### src/rtl/pc_fetch_ctrl.sv
// -----------------------------------------------------------------------------
// pc_fetch_ctrl
//
// Owns the architectural PC and sequences instruction fetch for the
// single-issue core. One fetch is outstanding at a time: the request goes to
// instruction memory over valid/ready, the response comes back valid-only,
// and the fetched word is handed to decode over valid/ready. A redirect from
// the next-PC datapath reloads the PC and kills any stale fetch in flight.
//
// Optional feature macro: FETCH_MISALIGN_CHK_EN
//   defined   : a redirect target with bit 1 set parks the block in a terminal
//               error state (fetch_misalign=1) until reset; the offending
//               target is captured in inst_pc.
//   undefined : no fetch_misalign port; redirect targets are loaded with
//               bits [1:0] cleared.
//
// Ports:
//   clk, rst_n        clock, asynchronous active-low reset
//   imem_req_*        fetch request (valid/ready), address always equals PC
//   imem_rsp_*        fetch response (valid-only), 32-bit instruction word
//   inst_valid/ready  handshake to decode; inst/inst_pc held until accepted
//   redirect_*        branch/jump target from the next-PC datapath
//   fetch_cnt         instructions accepted by decode (wraps at 2^64)
//   fetch_misalign    error flag (only with FETCH_MISALIGN_CHK_EN)
// -----------------------------------------------------------------------------
module pc_fetch_ctrl #(
    parameter logic [63:0] RESET_PC = 64'h8000_0000
) (
    input  logic        clk,
    input  logic        rst_n,
    output logic        imem_req_valid,
    input  logic        imem_req_ready,
    output logic [63:0] imem_req_addr,
    input  logic        imem_rsp_valid,
    input  logic [31:0] imem_rsp_data,
    output logic        inst_valid,
    input  logic        inst_ready,
    output logic [31:0] inst,
    output logic [63:0] inst_pc,
    input  logic        redirect_valid,
    input  logic [63:0] redirect_pc,
`ifdef FETCH_MISALIGN_CHK_EN
    output logic        fetch_misalign,
`endif
    output logic [63:0] fetch_cnt
);

    typedef enum logic [2:0] {
        S_IDLE,
        S_REQ,
        S_WAIT,
        S_OUT
`ifdef FETCH_MISALIGN_CHK_EN
        , S_ERR
`endif
    } state_t;

    state_t      r_state;
    state_t      w_state_nxt;
    logic [63:0] r_pc;
    logic        r_kill;
    logic [31:0] r_inst;
    logic [63:0] r_inst_pc;
    logic [63:0] r_fetch_cnt;
    logic [63:0] w_redir_tgt;

`ifdef FETCH_MISALIGN_CHK_EN
    logic        w_err_entry;

    assign w_redir_tgt = redirect_pc;
    // IDLE ignores redirects entirely, and ERR is already terminal.
    assign w_err_entry = redirect_valid && redirect_pc[1]
                         && (r_state != S_IDLE) && (r_state != S_ERR);
`else
    // Word alignment is enforced by masking rather than by checking.
    assign w_redir_tgt = redirect_pc & ~64'd3;
`endif

    // State register
    always_ff @(posedge clk or negedge rst_n) begin
        if (!rst_n) begin
            r_state <= S_IDLE;
        end else begin
            r_state <= w_state_nxt;
        end
    end

    // Next-state logic
    always_comb begin
        w_state_nxt = r_state;
        case (r_state)
            S_IDLE: w_state_nxt = S_REQ;
            S_REQ: begin
                if (imem_req_ready) begin
                    w_state_nxt = S_WAIT;
                end
            end
            S_WAIT: begin
                // A response that is stale (kill) or overtaken by a redirect in
                // the same cycle is dropped and fetch restarts immediately.
                if (imem_rsp_valid) begin
                    w_state_nxt = (redirect_valid || r_kill) ? S_REQ : S_OUT;
                end
            end
            S_OUT: begin
                if (redirect_valid || inst_ready) begin
                    w_state_nxt = S_REQ;
                end
            end
`ifdef FETCH_MISALIGN_CHK_EN
            S_ERR: w_state_nxt = S_ERR;
`endif
            default: w_state_nxt = S_IDLE;
        endcase
`ifdef FETCH_MISALIGN_CHK_EN
        if (w_err_entry) begin
            w_state_nxt = S_ERR;
        end
`endif
    end

    // Output decode: state-only, no input-to-output paths
    always_comb begin
        imem_req_valid = (r_state == S_REQ);
        inst_valid     = (r_state == S_OUT);
`ifdef FETCH_MISALIGN_CHK_EN
        fetch_misalign = (r_state == S_ERR);
`endif
    end

    // PC, kill flag, instruction buffer and consumed-instruction counter
    always_ff @(posedge clk or negedge rst_n) begin
        if (!rst_n) begin
            r_pc        <= RESET_PC;
            r_kill      <= 1'b0;
            r_inst      <= '0;
            r_inst_pc   <= '0;
            r_fetch_cnt <= '0;
        end else begin
            case (r_state)
                S_REQ: begin
                    if (redirect_valid) begin
                        r_pc <= w_redir_tgt;
                        // Request already accepted at this edge: its response
                        // belongs to the old PC and must be thrown away.
                        if (imem_req_ready) begin
                            r_kill <= 1'b1;
                        end
                    end
                end
                S_WAIT: begin
                    if (redirect_valid) begin
                        r_pc   <= w_redir_tgt;
                        // If the response arrives now it is dropped here and
                        // nothing is left in flight; otherwise the pending one
                        // must be killed when it shows up.
                        r_kill <= !imem_rsp_valid;
                    end else if (imem_rsp_valid) begin
                        if (r_kill) begin
                            r_kill <= 1'b0;
                        end else begin
                            r_inst    <= imem_rsp_data;
                            r_inst_pc <= r_pc;
                        end
                    end
                end
                S_OUT: begin
                    if (inst_ready) begin
                        r_fetch_cnt <= r_fetch_cnt + 64'd1;
                    end
                    if (redirect_valid) begin
                        r_pc <= w_redir_tgt;
                    end else if (inst_ready) begin
                        r_pc <= r_pc + 64'd4;
                    end
                end
                default: ;
            endcase
`ifdef FETCH_MISALIGN_CHK_EN
            if (w_err_entry) begin
                r_inst_pc <= redirect_pc;
            end
`endif
        end
    end

    assign imem_req_addr = r_pc;
    assign inst          = r_inst;
    assign inst_pc       = r_inst_pc;
    assign fetch_cnt     = r_fetch_cnt;

endmodule
### config.mk
export PLATFORM = sky130hd
export DESIGN_NAME = pc_fetch_ctrl
export DESIGN_NICKNAME = d
export VERILOG_FILES = /design/src/rtl/pc_fetch_ctrl.sv
export SDC_FILE = /design/constraint.sdc
export NUM_CORES = 1
export LEC_CHECK = 0
export ABC_AREA = 1
export CORE_AREA = 3 3 156 158
export CTS_BUF_LIST = sky130_fd_sc_hd__clkbuf_4 sky130_fd_sc_hd__clkbuf_8
export CTS_CLUSTER_DIAMETER = 50
export DETAILED_ROUTE_END_ITERATION = 10
export DIE_AREA = 0 0 159 161
export PLACE_DENSITY = 0.88
export SKIP_LAST_GASP = 1
export SYNTH_ARGS = -nofsm -noshare
export SYNTH_HDL_FRONTEND = slang
export SYNTH_SLANG_ARGS = --single-unit
### constraint.sdc
create_clock -name clk -period 3.2 [get_ports clk]
set_input_delay 0.8 -clock clk [delete_from_list [all_inputs] [get_ports clk]]
set_output_delay 0.8 -clock clk [all_outputs]
set_load 0.05 [all_outputs]
==> flow_metrics.tcl, run 1 <==
set metrics [dict create \
    cts.htree.levels 2 \
    clk_latency_ns 0.56 \
    fin_cells 2414 \
    grt_pass1_wl_um 68130 \
    p_leak_nw 7.697 \
    drt_iter0_drc 935 \
    power_w 0.01724 \
    cts_resized 0 \
    fin_worst_skew_ns 0.01817 \
    num_vias 12940 \
    grt_usage_pct 33.31 \
    setup-tns-final_ns 0 \
    die-area_mm2 0.02560 \
    start_util_pct 54.20 \
    drive_gt1_share_pct 7.931 \
    via_per_inst 5.360 \
    cts_root_buf "clkbuf_8" \
    r2r-end "imem_req_addr[38]" \
    ys_warn_count 0 \
    powerDensity_mw_per_mm2 1012 \
    coreArea_mm2 0.02326 \
    area_growth_pct 35.19 \
    crit_family "buffers and inverters" \
    cts_made_buffers 38 \
    dpl.cell_count 2342 \
    ys_async_sr_fraction_pct 100.0 \
    criticalPathCategory "reg2out" \
    crit_path_end_kind "output pin" \
    clockBufferDepth 3 \
    period_minus_slack_ns 2.942 \
    yosysTopAreaCell "dfrtp_1" \
    setup_ws_ns 0.2580 \
    synth_commonest_cells "nand2_1, nor2_1, dfrtp_1, inv_1, o21ai_0" \
    hold_buffers 0 \
    required_ns 2.40 \
    finalCritPeriodShare_pct 91.94 \
    r2r_setup_slack_ns 0.80 \
    yosys.area.top_type_share_pct 44.07 \
    post_drt_wl_per_cell_um 17.99 \
    pre_cts_ws_ns 0.2772 \
    clk_pin_slew_ns 0.06 \
    grt_pass1_vias 12640 \
    synth_edf_count 0 \
    place_area_mm2 0.01622 \
    place_hpwl_um 33480 \
    path_buf_inv 1 \
    dieWidth_um 159 \
    cts_sinks 223 \
    crit_chain "ha_1 -> clkdlybuf4s50_1" \
    relSlewSlack_pct 35.22 \
    cp-start-kind "flip-flop" \
    grt_max_degree 75 \
    hold_class "in2async" \
    antenna_found_initial 3 \
    firstDrtPassIters 5 \
    drt-total-wl_um 43420 \
    syn_area_per_cell_um2 7.262 \
    synthCells 1736 \
    critPathArrivalTime_ns 2.14 \
    grt_setup_unrepaired "no" \
    max_freq_mhz 339.9 \
    cap_violations 0 \
    finalInstanceArea_mm2 0.01704 \
    chipHeight_um 161 \
    rr_worst_depth 12 \
    port_buffers 321 \
    status "finished clean" \
    synth_cell_types 38 \
    synth_area_mm2 0.01261 \
    r2r_start "imem_req_addr[2]" \
    postCtsSetupRepairBufs 0 \
    ys_seq_area_share_pct 44.27 \
    fin_nets 2172 \
    critical_path.slowest_cell "clkdlybuf4s50_1" \
    grt_overflow 0 \
    worst_pin_slew_ns 0.9642 \
    netlist_top_cells_area "dfrtp_1, nand2_1, nor2_1, inv_1, o21ai_0" \
    setup_viol 0 \
    rows 56 \
    cp-startpoint "r_state[0]" \
    route.detailed.drc 0 \
    place_congestion 1.045 \
    synth.most_common_cell "nand2_1" \
    critical_path_peak_fanout 5 \
    ys.flop_type "dfrtp_1" \
    ioPinCount 328 \
    max-vdd-ir-drop_mv 0.7265 \
    slew_violations 0 \
    max_stage_delay_ns 0.88 \
    hold_viol_final 0 \
    cts_tree "done" \
    synth-seq-cells 223 \
    ant_nets 0 \
]
==> logic make-up after synthesis <==
| family | after synthesis | synth area share (%) |
|---|---|---|
| and+or+nand+nor | 1031 | 34.11 |
| DFF | 223 | 44.27 |
| buffers and inverters | 214 | 6.610 |
| AOI/OAI and AO/OA | 164 | 6.898 |
| xor gates and xnor gates | 60 | 4.168 |
| muxes | 36 | 3.216 |
| adders and majority gates | 7 | 0.6947 |
| other | 1 | 0.02975 |
==> per-stage QoR <==
step	util [%]	hold slack, ns
final	73.27	0.1915
after global placement	69.75	0.4619
after global routing	73.27	0.2359
after CTS	73.25	0.2202
after floorplan	-	0.4537
after detailed placement	69.75	0.4734
==> registers in the layout (all words and copies together), names as in the netlist <==
signal         count
fetch_cnt         64
imem_req_addr     62
inst_pc           62
inst              32
r_state            2
r_kill             1
==> per-layer routing <==
layer  track usage (%)  wire [um]
met2             56.44      20700
met5                 0         11
met4             15.80       2278
met1             40.96      16850
met3             7.053       3572
==> layout by cell type (no fill, tap or decap), types with 2 or more instances in the layout <==
cell,count
nand2_1,553
clkdlybuf4s50_1,320
nor2_1,298
dfrtp_1,222
inv_1,155
o21ai_0,102
nand3_1,99
clkbuf_8,47
mux2_2,36
xor2_1,33
xnor2_1,27
o21ai_1,21
nand4_1,19
nor3_1,16
a21oi_1,15
clkbuf_4,13
o22ai_1,11
inv_2,10
nand3b_1,8
nand2_2,8
buf_12,8
nor2_4,7
nor2_2,7
o21bai_1,7
ha_1,7
clkinv_2,6
nand3_2,5
a22oi_1,4
conb_1,4
buf_4,4
nor3_4,3
nor3_2,3
diode_2,2
a31oi_1,2
inv_6,2
inv_8,2
==> how the worst max path moves through the flow <==
stage,to,cells after the start,slack [ns]
detailed placement,inst_pc[19],5,0.28
CTS,inst_valid,2,0.23
global route,inst_valid,2,0.18
floorplan,fetch_cnt[37],9,1.01
global placement,inst_pc[56],6,0.39
finish,inst_valid,2,0.26
==> layout make-up <==
class,instances,area (um^2)
multi-input cells,1302,6216
fillers,1844,6218
well taps,319,399.1
repair buffers,333,3408
clock buffers,60,744.5
flip-flops and latches,223,5582
clock inverters,10,70.07
inverters,165,619.3
diodes,2,5.005
==> power breakdown <==
part           internal, W  switching (W)  leakage, nW
Sequential         0.00387        0.00114         2.86
Clock              0.00150        0.00124        0.442
Combinational      0.00299        0.00650         4.40
Total              0.00836        0.00888         7.70
(Power assumes the default switching activity.)
==> inputs of run 2 (changes only) <==
--- a/config.mk
+++ b/config.mk
@@ -6,6 +6,7 @@
 export NUM_CORES = 1
 export LEC_CHECK = 0
 export ABC_AREA = 1
+export CAP_MARGIN = 30
 export CORE_AREA = 3 3 156 158
 export CTS_BUF_LIST = sky130_fd_sc_hd__clkbuf_4 sky130_fd_sc_hd__clkbuf_8
 export CTS_CLUSTER_DIAMETER = 50
==> results of run 2 <==
No change in the layout: final DEF, timing and power equal those of run 1.
